**src/rtl/f15_line_upd.sv**
```systemverilog
// f15_line_upd: per-bin update engine for one line memory (max-hold or exponential average).
// Reads history 2 cycles ahead, computes the result at t+2, and writes back and streams out at t+3.
module f15_line_upd #(
    parameter int AWIDTH = 12,
    parameter int DWIDTH = 18
) (
    input  logic              clk,
    input  logic              rst_n,
    input  logic [DWIDTH-1:0] in_data,
    input  logic              in_last,
    input  logic              in_valid,
    input  logic              cfg_mode,
    input  logic [3:0]        cfg_shift,
    input  logic              clear,
    output logic [AWIDTH-1:0] mem_rd_addr,
    output logic              mem_rd_ena,
    input  logic [DWIDTH-1:0] mem_rd_data,
    output logic [AWIDTH-1:0] mem_wr_addr,
    output logic [DWIDTH-1:0] mem_wr_data,
    output logic              mem_wr_ena,
    output logic [DWIDTH-1:0] out_data,
    output logic              out_last,
    output logic              out_valid
);

    typedef enum logic {ST_SEED, ST_RUN} state_t;

    state_t            state_q, state_d;
    logic              clr_pend_q, clr_pend_d;
    logic [AWIDTH-1:0] cnt_q, cnt_d;
    logic              mode_q;
    logic [3:0]        shift_q;

    logic              line_start;
    logic              cur_mode;
    logic [3:0]        cur_shift;

    // stage 1 (t+1)
    logic              s1_valid_q, s1_last_q, s1_seed_q, s1_mode_q;
    logic [DWIDTH-1:0] s1_data_q;
    logic [AWIDTH-1:0] s1_addr_q;
    logic [3:0]        s1_shift_q;
    // stage 2 (t+2)
    logic              s2_valid_q, s2_last_q, s2_seed_q, s2_mode_q;
    logic [DWIDTH-1:0] s2_data_q;
    logic [AWIDTH-1:0] s2_addr_q;
    logic [3:0]        s2_shift_q;
    // output stage (t+3)
    logic              o_valid_q, o_last_q;
    logic [DWIDTH-1:0] o_data_q;
    logic [AWIDTH-1:0] o_addr_q;

    logic signed [DWIDTH:0] diff;
    logic [DWIDTH-1:0]      result;

    // The first bin of a line uses the live config; later bins use the value latched on that first bin.
    assign line_start = (cnt_q == '0);
    assign cur_mode   = line_start ? cfg_mode  : mode_q;
    assign cur_shift  = line_start ? cfg_shift : shift_q;

    assign mem_rd_addr = cnt_q;
    assign mem_rd_ena  = in_valid & (state_q == ST_RUN);

    assign out_data    = o_data_q;
    assign out_last    = o_last_q;
    assign out_valid   = o_valid_q;
    assign mem_wr_addr = o_addr_q;
    assign mem_wr_data = o_data_q;
    assign mem_wr_ena  = o_valid_q;

    // Next state: FSM moves only on an accepted last bin; clear is only remembered while in RUN.
    always_comb begin
        state_d    = state_q;
        clr_pend_d = clr_pend_q;
        cnt_d      = cnt_q;
        if (clear && (state_q == ST_RUN)) begin
            clr_pend_d = 1'b1;
        end
        if (in_valid) begin
            cnt_d = in_last ? '0 : cnt_q + AWIDTH'(1);
            if (in_last) begin
                if ((state_q == ST_RUN) && (clr_pend_q || clear)) begin
                    state_d    = ST_SEED;
                    clr_pend_d = 1'b0;
                end else begin
                    state_d = ST_RUN;
                end
            end
        end
    end

    // Control registers: state, pending clear, bin counter and line-latched configuration.
    always_ff @(posedge clk) begin
        if (!rst_n) begin
            state_q    <= ST_SEED;
            clr_pend_q <= 1'b0;
            cnt_q      <= '0;
            mode_q     <= 1'b0;
            shift_q    <= '0;
        end else begin
            state_q    <= state_d;
            clr_pend_q <= clr_pend_d;
            cnt_q      <= cnt_d;
            if (in_valid && line_start) begin
                mode_q  <= cfg_mode;
                shift_q <= cfg_shift;
            end
        end
    end

    // Update arithmetic at t+2, when the history word arrives from the line memory.
    always_comb begin
        diff   = $signed({1'b0, s2_data_q}) - $signed({1'b0, mem_rd_data});
        result = s2_data_q;
        if (!s2_seed_q) begin
            if (s2_mode_q) begin
                // result stays between old and in, so truncation never wraps
                result = mem_rd_data + DWIDTH'(diff >>> s2_shift_q);
            end else begin
                result = (s2_data_q > mem_rd_data) ? s2_data_q : mem_rd_data;
            end
        end
    end

    // Pipeline stages carrying bin context alongside the memory read latency, then the output register.
    always_ff @(posedge clk) begin
        if (!rst_n) begin
            s1_valid_q <= 1'b0; s1_last_q <= 1'b0; s1_seed_q <= 1'b0; s1_mode_q <= 1'b0;
            s1_data_q  <= '0;   s1_addr_q <= '0;   s1_shift_q <= '0;
            s2_valid_q <= 1'b0; s2_last_q <= 1'b0; s2_seed_q <= 1'b0; s2_mode_q <= 1'b0;
            s2_data_q  <= '0;   s2_addr_q <= '0;   s2_shift_q <= '0;
            o_valid_q  <= 1'b0; o_last_q  <= 1'b0; o_data_q  <= '0;   o_addr_q  <= '0;
        end else begin
            s1_valid_q <= in_valid;
            s1_last_q  <= in_valid & in_last;
            s1_seed_q  <= (state_q == ST_SEED);
            s1_mode_q  <= cur_mode;
            s1_shift_q <= cur_shift;
            s1_data_q  <= in_data;
            s1_addr_q  <= cnt_q;

            s2_valid_q <= s1_valid_q;
            s2_last_q  <= s1_last_q;
            s2_seed_q  <= s1_seed_q;
            s2_mode_q  <= s1_mode_q;
            s2_shift_q <= s1_shift_q;
            s2_data_q  <= s1_data_q;
            s2_addr_q  <= s1_addr_q;

            o_valid_q  <= s2_valid_q;
            o_last_q   <= s2_valid_q & s2_last_q;
            if (s2_valid_q) begin
                o_data_q <= result;
                o_addr_q <= s2_addr_q;
            end
        end
    end

endmodule

```
**config.mk**
```make
export PLATFORM = sky130hd
export DESIGN_NAME = f15_line_upd
export DESIGN_NICKNAME = d
export VERILOG_FILES = /design/src/rtl/f15_line_upd.sv
export SDC_FILE = /design/constraint.sdc
export NUM_CORES = 1
export LEC_CHECK = 0
export ABC_AREA = 1
export CORE_AREA = 3 3 131 133
export CTS_BUF_LIST = sky130_fd_sc_hd__clkbuf_8
export DETAILED_ROUTE_END_ITERATION = 8
export DIE_AREA = 0 0 134 136
export PLACE_DENSITY = 0.7
export SLEW_MARGIN = 20
export SYNTH_ARGS = -nofsm -noshare
export SYNTH_HDL_FRONTEND = slang
export SYNTH_SLANG_ARGS = --single-unit
```
**constraint.sdc**
```tcl
create_clock -name clk -period 6 [get_ports clk]
set_input_delay 1.2 -clock clk [delete_from_list [all_inputs] [get_ports clk]]
set_output_delay 1.2 -clock clk [all_outputs]
set_load 0.02 [all_outputs]
```
# Word-level counts from Yosys, hierarchy flattened
# Index checks and enable logic that the tools add are counted.
[word_totals]
register_bits = 127
latchBits = 0
mem_bits_rw = 0
mem_bits_ro = 0
in_bits = 46
output_inout_bits = 64
elab_cells = 49
memories = 0
[op_classes]
add_sub_neg = 3
multipliers = 0
div_mod_pow = 0
magnitude_cmp = 1
eq_ne = 0
n_shift = 1
n_mux = 11
bitwise_logic = 4
reduce_logical = 6
[op_table]
columns = ["operator", "n"]
rows = [
  ["18-bit 2-to-1 mux", 3],
  ["19-bit by 4-bit >>> shifter with 18-bit output", 1],
  ["18-bit by 18-bit subtractor with 19-bit output", 1],
  ["18-bit adder", 1],
  ["18-bit > comparator", 1],
  ["12-bit by 1-bit adder with 12-bit output, second input constant", 1],
  ["12-bit logical NOT", 1],
  ["12-bit 2-to-1 mux", 1],
  ["1-bit 2-to-1 mux", 6],
  ["4-bit 2-to-1 mux", 1],
  ["1-bit bitwise AND", 3],
  ["1-bit logical AND", 3],
  ["2-bit AND reduction", 1],
  ["1-bit logical OR", 1],
  ["1-bit inverter", 1],
]

# Logic depth before layout (Yosys ltp)
# Gate-level depths: netlist of run 1.
[depth]
ltp_word = 5
ltp_mapped = 38
mapped_depth_nobuf = 38

# Worst setup path before layout of run 1
# No wires, ideal clock.
[synth_path]
path_kind = "input to register"
startpoint = "in mem_rd_data[0]"
endpoint = "reg o_data_q[13] (netlist: mem_wr_data[13])"
setup_time_ns = 0.132
arrival_time_ns = 4.783
required_ns = 5.868
slack_ns = 1.085
stages = 32
path_buffers = 0
cell_sequence = "ha_1 > fa_1 > o21ai_2 > nand2_1 > nand2_2 > a21oi_4 > o21ai_2 > xnor2_1 > inv_1 > nand2_1 > o21ai_2 > nand2_1 > o21ai_2 > or2_1 > nand3_1 > and2_4 > inv_2 > ha_1 > nand2_1 > nor3_1 > nor2_1 > o21ai_2 > inv_2 > o21ai_2 > inv_2 > nor3_1 > nor3_1 > xnor2_1 > nand2_1 > nand2_1 > o21ai_0 > a21oi_1"
[synth_between]
elab_chain_len = 5
word_cells_on_any_way = 7
classes_between = "2 x add/sub; 1 x order compare; 1 x shift; 3 x mux"
[synth_lines]
columns = ["item", "line_no", "text"]
rows = [
  ["start: declaration", "17", "input logic [DWIDTH-1:0] mem_rd_data,"],
  ["18-bit by 18-bit subtractor with 19-bit output", "113", "diff = $signed({1'b0, s2_data_q}) - $signed({1'b0, mem_rd_data});"],
  ["19-bit by 4-bit >>> shifter with 18-bit output", "118", "result = mem_rd_data + DWIDTH'(diff >>> s2_shift_q);"],
  ["18-bit adder", "118", ""],
  ["18-bit 2-to-1 mux (*)", "116", "if (s2_mode_q) begin"],
  ["18-bit 2-to-1 mux (*)", "115", "if (!s2_seed_q) begin"],
  ["end signal: assignment", "153", "o_data_q <= result;"],
  ["end: declaration", "50", "logic [DWIDTH-1:0] o_data_q;"],
]
# Every way passes the cells marked *; elsewhere a longest branch is shown, timed or not.
# A chain may end at the register's enable or synchronous reset.

# Worst setup path after layout of run 1
# Ends and elaborated chain as after synthesis.

==> summary.md, run 1 <==
| Metric | Value |
|---|---|
| Status | `finished, final reports clean` |
| Count of pins over their slew limit | `0` |
| Critical path depth | `33` |
| Combinational fraction of design power | `a little under 30%` |
| Final non-filler cell total | `1420` |
| Seq pwr share | `38.7%` |
| Root Buffer | `clkbuf_8` |
| First-pass GRT wire length | `32700 um` |
| Via Count | `7137` |
| Avg Vias per Cell | `between 5 and 6` |
| Placed wire-length estimate | `approximately 15000 um` |
| Post-DRT Antenna Nets | `0` |
| Pre-CTS WS | `-0.0159 ns` |
| RSZ-0062 raised after global routing | `true` |
| Seq/Total Area, Yosys | `around a third` |
| # rows | `46` |
| DRT Pass-1 Iters | `5` |
| Final setup violation count | `0` |
| Worst Skew | `between 0.01 and 0.015 ns` |
| Total gr overflow | `0` |
| Setup TNS | `0 ns` |
| CP max stage delay | `0.50 ns` |
| Most common cell after layout, fill and taps aside | `nand2_1` |
| Ys flop type | `dfxtp_1` |
| Static leakage | `4.55 nW` |
| Psw | `0.762 mW` |
| Area grow syn2layout | `24.8%` |
| Via count of the first global-routing pass | `6753` |
| Internal Pwr Total | `1.58 mW` |
| Initial Utilization | `approximately 46%` |
| Number of flops mapped to enable cells by yosys | `0` |
| Critical Path End | `mem_wr_data[13]` |
| Hold buffers post-CTS | `0` |
| # nets final | `1277` |
| Slew @ Worst Pin | `between 0.9 and 1 ns` |
| PortBufs | `109` |
| Sink Count | `127` |
| Placer congestion estimate | `between 1 and 1.5` |
| All-Layer GR Usage | `22.3%` |
| Arr. time, crit path | `5.94 ns` |
| Final period utilization | `around 94%` |
| Setup crit start kind | `primary input` |
| Final Instance Area | `approximately 9100 um^2` |
| CP required | `6.31 ns` |
| H-tree Lvls | `4` |
| Avg Cell Area, Syn | `6.85 um^2` |
| Max Root-Sink Buffers | `2` |
| Worst hold path class | `reg -> reg` |
| Final wirelength | `roughly 20000 um` |
| N_diodes | `0` |
| Syn Nets | `1152` |
| Initial antenna violation count | `1` |
| # IOs | `110` |
| Max-slew headroom | `37.6%` |
| Clock share of power | `31.6%` |
| Worst reg2reg setup slack | `1.32 ns` |
| CP delay by family, top | `simple AND/OR/NAND/NOR gates` |
| CTS clk-pin slew, worst paths | `0.08 ns` |
| Clk Latency, worst-skew pair | `about 0.43 ns` |
| R2r endpoint | `mem_wr_data[13]` |
| Crit-path max FO | `4` |
| Async SR Flop Fraction | `0%` |
| Ys Warns | `0` |
| Worst r2r path cells | `33` |
| Die X | `134 um` |
| Setup crit start | `mem_rd_data[0]` |
| Yosys cell types | `46` |
| WS Path Type | `in -> reg` |
| Reg-to-reg critical path startpoint | `s2_data_q[0]` |
| # DRC | `0` |
| Layout cell share with drive strength beyond 1 | `11.0%` |
| Die area | `roughly 18000 um^2` |
| Hold Fails Final Rpt | `0` |
| Most frequent cells in the layout | `nand2_1, inv_1, dfxtp_1` |
| Post-CTS Setup Inserts | `0` |
| Max_cap viols | `0` |
| Util after Layout | `57.2%` |
| Critical path capture point type | `flip-flop` |
| Peak VDD IR | `0.166 mV` |
| CP Buf/Inv Count | `5` |
| Synth Register Bits | `127` |
| PwrDens | `about 260 nW/um^2` |
| CORE AREA | `15900 um^2` |
| Syn Inst Count | `between 1000 and 1500` |
| Worst path slowest cell | `clkdlybuf4s50_1` |
| Switching Share | `about a third` |
| DR iter-0 viols | `487` |
| Fmax | `approximately 0.18 GHz` |
| Setup slack after layout | `0.368 ns` |
| Placed inst area | `8710 um^2` |
| Wire length per cell | `14.2 um` |
| Tmin final | `5.63 ns` |
| Synth Cell Area | `~7300 um^2` |
| TritonCTS Buffers | `17` |
| Chip Height | `136 um` |
| Placed Cells incl. Taps | `about 1400` |
| Post_cts resized | `0` |
| CTS tree | `built` |
| Largest net degree at the start of global routing | `91` |
[worst register-to-register path, delay by kind of cell (launching register included)]
kind | cells | cell delay (ns)
compound gates | 9 | 1.24
simple gates | 14 | 1.52
xor+xnor | 2 | 0.26
buf+inv | 5 | 0.29
flops | 1 | 0.35
fa+ha+maj | 3 | 0.93
[cells in the mapped netlist (5+ instances only)]
| cell | n | share of area [%] |
|---|---|---|
| clkbuf_8 | 5 | 0.94 |
| inv_2 | 7 | 0.36 |
| nand2_2 | 11 | 0.94 |
| nand4_1 | 5 | 0.43 |
| nand2_1 | 240 | 12 |
| buf_4 | 19 | 2.0 |
| nor2_1 | 73 | 3.7 |
| o21ai_1 | 20 | 1.4 |
| a31oi_1 | 12 | 1.0 |
| nand3_1 | 33 | 2.3 |
| o21ai_2 | 9 | 1.1 |
| inv_1 | 171 | 8.8 |
| xnor2_1 | 9 | 1.1 |
| nor3_1 | 10 | 0.68 |
| a21oi_2 | 7 | 0.84 |
| dfxtp_1 | 127 | 35 |
| a21oi_1 | 92 | 6.3 |
| clkbuf_1 | 24 | 1.2 |
| o21ai_0 | 94 | 6.4 |
| ha_1 | 37 | 6.3 |
| xor2_1 | 12 | 1.4 |
| o211ai_1 | 6 | 0.62 |
[layout make-up]
cell class | count | area (um^2)
sequential | 127 | 2540
inverter | 179 | 672
clock buffer | 20 | 275
tap | 216 | 270
fill | 1564 | 6820
clock inverter | 11 | 131
timing repair buffer | 164 | 1500
multi-input combinational | 703 | 3730
[state kept, by name, indices dropped and copies added, names as in the netlist, 12 cells and up]
name,count
mem_rd_addr,12
mem_wr_addr,12
mem_wr_data,18
s1_addr_q,12
s1_data_q,18
s2_addr_q,12
s2_data_q,18
[power groups by stage]
| stage | clock, mW | sequential, mW | combinational [mW] |
|---|---|---|---|
| 6_report | 0.740 | 0.904 | 0.696 |
| 2_1_floorplan | 0 | 0.921 | 0.437 |
| 5_1_grt | 0.794 | 0.909 | 0.774 |
| 3_3_place_gp | 0 | 0.923 | 0.683 |
| 4_1_cts | 0.755 | 0.904 | 0.689 |
| 3_5_place_dp | 0 | 0.923 | 0.684 |
[metal layers]
metal | GRT usage (%) | vias up | part of all wire (%)
li1 | - | 3652 | -
met4 | 6.17 | 2 | 1.3
met3 | 6.33 | 28 | 8.1
met2 | 35.9 | 241 | 45
met5 | 0 | - | 0.055
met1 | 29.4 | 3214 | 45
[cell families (layout without fill, tap and decap cells)]
| group | count (synthesis) | after routing | share of synthesized area (%) |
|---|---|---|---|
| DFF | 127 | 127 | 34.8 |
| and+or+nand+nor | 381 | 381 | 21.4 |
| adders and majority gates | 39 | 39 | 6.88 |
| xor gates and xnor gates | 21 | 21 | 2.52 |
| buffers and inverters | 237 | 374 | 14.2 |
| AOI/OAI and AO/OA | 262 | 262 | 20.2 |
[per-stage QoR]
step	power (mW)	hold slack (ns)
final	2.34	0.403
after global routing	2.48	0.423
after CTS	2.35	0.406
after detailed placement	1.61	0.399
after global placement	1.61	0.392
after floorplan	1.36	0.390
[worst min path at each step]
| stage | start | end | cells after the start |
|---|---|---|---|
| after floorplan | s1_addr_q[0] | s2_addr_q[0] | 2 |
| after global placement | s1_addr_q[0] | s2_addr_q[0] | 2 |
| after detailed placement | s1_shift_q[2] | s2_shift_q[2] | 2 |
| after CTS | s1_data_q[14] | s2_data_q[14] | 2 |
| after global routing | s1_data_q[14] | s2_data_q[14] | 2 |
| final | s1_data_q[14] | s2_data_q[14] | 2 |
Note: power is estimated with default switching activity, not from simulation.
==> run 2, diff against run 1 <==
--- a/config.mk
+++ b/config.mk
@@ -15,3 +15,4 @@
 export SYNTH_ARGS = -nofsm -noshare
 export SYNTH_HDL_FRONTEND = slang
 export SYNTH_SLANG_ARGS = --single-unit
+export TNS_END_PERCENT = 20
==> results of run 2 <==
The final DEF is identical to that of run 1; final timing and power are the same.
==> run 3, diff against run 2 <==
--- a/config.mk
+++ b/config.mk
@@ -6,11 +6,13 @@
 export NUM_CORES = 1
 export LEC_CHECK = 0
 export ABC_AREA = 1
-export CORE_AREA = 3 3 131 133
+export CELL_PAD_IN_SITES_DETAIL_PLACEMENT = 1
+export CELL_PAD_IN_SITES_GLOBAL_PLACEMENT = 1
+export CORE_AREA = 3 3 140 142
 export CTS_BUF_LIST = sky130_fd_sc_hd__clkbuf_8
 export DETAILED_ROUTE_END_ITERATION = 8
-export DIE_AREA = 0 0 134 136
-export PLACE_DENSITY = 0.7
+export DIE_AREA = 0 0 143 145
+export PLACE_DENSITY = 0.83
 export SLEW_MARGIN = 20
 export SYNTH_ARGS = -nofsm -noshare
 export SYNTH_HDL_FRONTEND = slang
==> summary.md, run 3 (same netlist as run 1, synthesis figures left out) <==
| Metric | Value |
|---|---|
| Chip Height | `145 um (was 136 um)` |
| Setup slack after layout | `0.223 ns (was 0.368 ns)` |
| N_diodes | `0 (unchanged)` |
| Final period utilization | `96.3% (was 93.9%)` |
| Final non-filler cell total | `1467 (was 1420)` |
| Combinational fraction of design power | `33.7% (was 29.7%)` |
| Crit-path max FO | `4 (unchanged)` |
| All-Layer GR Usage | `23.8% (was 22.3%)` |
| Most common cell after layout, fill and taps aside | `nand2_1 (unchanged)` |
| Most used cell, CP | `nand2_1` |
| Max-slew headroom | `33.9% (was 37.6%)` |
| # DRC | `0 (unchanged)` |
| Status | `finished, final reports clean (unchanged)` |
| Hold buffers post-CTS | `0 (unchanged)` |
| Die area | `20700 um^2 (was 18200 um^2)` |
| Max Root-Sink Buffers | `2 (unchanged)` |
| Most frequent cells in the layout | `nand2_1, inv_1, dfxtp_1 (unchanged)` |
| # nets final | `1307 (was 1277)` |
| Via Count | `7595 (was 7137)` |
| Critical path capture point type | `flip-flop (unchanged)` |
| Worst hold path class | `reg -> reg (unchanged)` |
| Tmin final | `5.78 ns (was 5.63 ns)` |
| CP required | `6.29 ns (was 6.31 ns)` |
| Internal Pwr Total | `1.58 mW (about the same)` |
| TritonCTS Buffers | `17 (unchanged)` |
| Largest net degree at the start of global routing | `92 (was 91)` |
| Die X | `143 um (was 134 um)` |
| Worst Skew | `0.0126 ns (was 0.0129 ns)` |
| Static leakage | `4.72 nW (was 4.55 nW)` |
| Final wirelength | `25600 um (was 20200 um)` |
| CP delay by family, top | `compound AO/OA/AOI/OAI gates (was simple AND/OR/NAND/NOR gates)` |
| Psw | `0.823 mW (was 0.762 mW)` |
| PwrDens | `253 nW/um^2 (was 257 nW/um^2)` |
| Slew @ Worst Pin | `0.990 ns (was 0.935 ns)` |
| Wire length per cell | `17.5 um (was 14.2 um)` |
| WS Path Type | `in -> reg (unchanged)` |
| Peak VDD IR | `0.137 mV (was 0.166 mV)` |
| Post-DRT Antenna Nets | `0 (unchanged)` |
| # IOs | `110 (unchanged)` |
| Via count of the first global-routing pass | `7792 (was 6753)` |
| CTS clk-pin slew, worst paths | `0.07 ns (was 0.08 ns)` |
| Max_cap viols | `0 (unchanged)` |
| Avg Vias per Cell | `5.18 (was 5.03)` |
| # rows | `50 (was 46)` |
| Clk Latency, worst-skew pair | `0.44 ns (was 0.43 ns)` |
| Placed Cells incl. Taps | `1433 (was 1389)` |
| Worst reg2reg setup slack | `1.02 ns (was 1.32 ns)` |
| Hold Fails Final Rpt | `0 (unchanged)` |
| H-tree Lvls | `4 (unchanged)` |
| CP max stage delay | `0.51 ns (was 0.50 ns)` |
| CORE AREA | `18600 um^2 (was 15900 um^2)` |
| Filler cells | `2409 (was 1564)` |
| CTS tree | `built (unchanged)` |
| CP Buf/Inv Count | `4 (was 5)` |
| Count of pins over their slew limit | `0 (unchanged)` |
| Initial Utilization | `39.3% (was 45.8%)` |
| Placed wire-length estimate | `19100 um (was 15500 um)` |
| Root Buffer | `clkbuf_8 (unchanged)` |
| Arr. time, crit path | `6.06 ns (was 5.94 ns)` |
| Pre-CTS WS | `-0.151 ns (was -0.0159 ns)` |
| Setup crit start kind | `primary input (unchanged)` |
| PortBufs | `109 (unchanged)` |
| Placer congestion estimate | `0.948 (was 1.03)` |
| Final setup violation count | `0 (unchanged)` |
| Fmax | `0.173 GHz (was 0.178 GHz)` |
| First-pass GRT wire length | `39500 um (was 32700 um)` |
| DR iter-0 viols | `441 (was 487)` |
| Sink Count | `127 (unchanged)` |
| Area grow syn2layout | `29.8% (was 24.8%)` |
| Clock share of power | `28.7% (was 31.6%)` |
| Total gr overflow | `0 (unchanged)` |
| Seq pwr share | `37.6% (was 38.7%)` |
| Switching Share | `34.3% (was 32.6%)` |
| Worst path slowest cell | `clkdlybuf4s50_1 (unchanged)` |
| Layout cell share with drive strength beyond 1 | `14.4% (was 11.0%)` |
| Initial antenna violation count | `0 (was 1)` |
| DRT Pass-1 Iters | `5 (unchanged)` |
## run 3: per-stage QoR
| step | TNS [ns] | power [mW] | cell area, um^2 | hold slack (ns) | utilization [%] |
|---|---|---|---|---|---|
| global placement | -0.0475 | 1.65 | 8930 | 0.395 | 48.0 |
| finish | 0 | 2.40 | 9480 | 0.416 | 51.0 |
| floorplan | 0 | 1.36 | 7310 | 0.390 | - |
| global route | -0.441 | 2.53 | 9480 | 0.433 | 51.0 |
| detailed placement | -0.325 | 1.67 | 8930 | 0.401 | 48.0 |
| CTS | 0 | 2.37 | 9290 | 0.420 | 50.0 |
## run 3: power groups by stage
stage	Combinational, mW	Clock, mW	Sequential (mW)
2_1_floorplan	0.437	0	0.921
3_3_place_gp	0.731	0	0.919
3_5_place_dp	0.745	0	0.921
4_1_cts	0.754	0.712	0.902
5_1_grt	0.887	0.741	0.906
6_report	0.810	0.689	0.903
## run 3: final cells by class
class	count	area, um^2	share of cell area [%]
Clock buffer	17	234	2.47
Clock inverter	13	128	1.35
Inverter	179	672	7.09
Multi-Input combinational cell	703	3880	40.9
Sequential cell	127	2540	26.8
Tap cell	234	293	3.09
Timing Repair Buffer	194	1730	18.3
## run 3: worst paths after layout
kind	from	to	cells past startpoint
worst max-delay path	mem_rd_data[4]	mem_wr_data[10]	31
worst min-delay path	s1_data_q[12]	s2_data_q[12]	2
worst max register to register	s2_data_q[0]	mem_wr_data[14]	28
worst min register to register	s1_data_q[12]	s2_data_q[12]	2
## run 3: worst reg2reg max path: cells and delay by family, from the launching register on
family          cells  cell delay, ns
compound gates     11            1.86
fa+ha+maj           4            1.22
simple gates        8            0.77
flops               1            0.42
buf+inv             4            0.35
xor+xnor            1            0.21
## run 3: routing by layer
| layer | GRT usage, % | up-vias | part of all wire [%] |
|---|---|---|---|
| met4 | 8.46 | 0 | 2.8 |
| met1 | 29.3 | 3636 | 42 |
| met5 | 0 | - | 0 |
| li1 | - | 3697 | - |
| met3 | 4.05 | 43 | 5.0 |
| met2 | 41.5 | 219 | 50 |
## run 3: repair_timing
action	in CTS	in global routing
buffers inserted	0	4
endpoints found under the setup margin	0	5
gates resized for setup	0	34
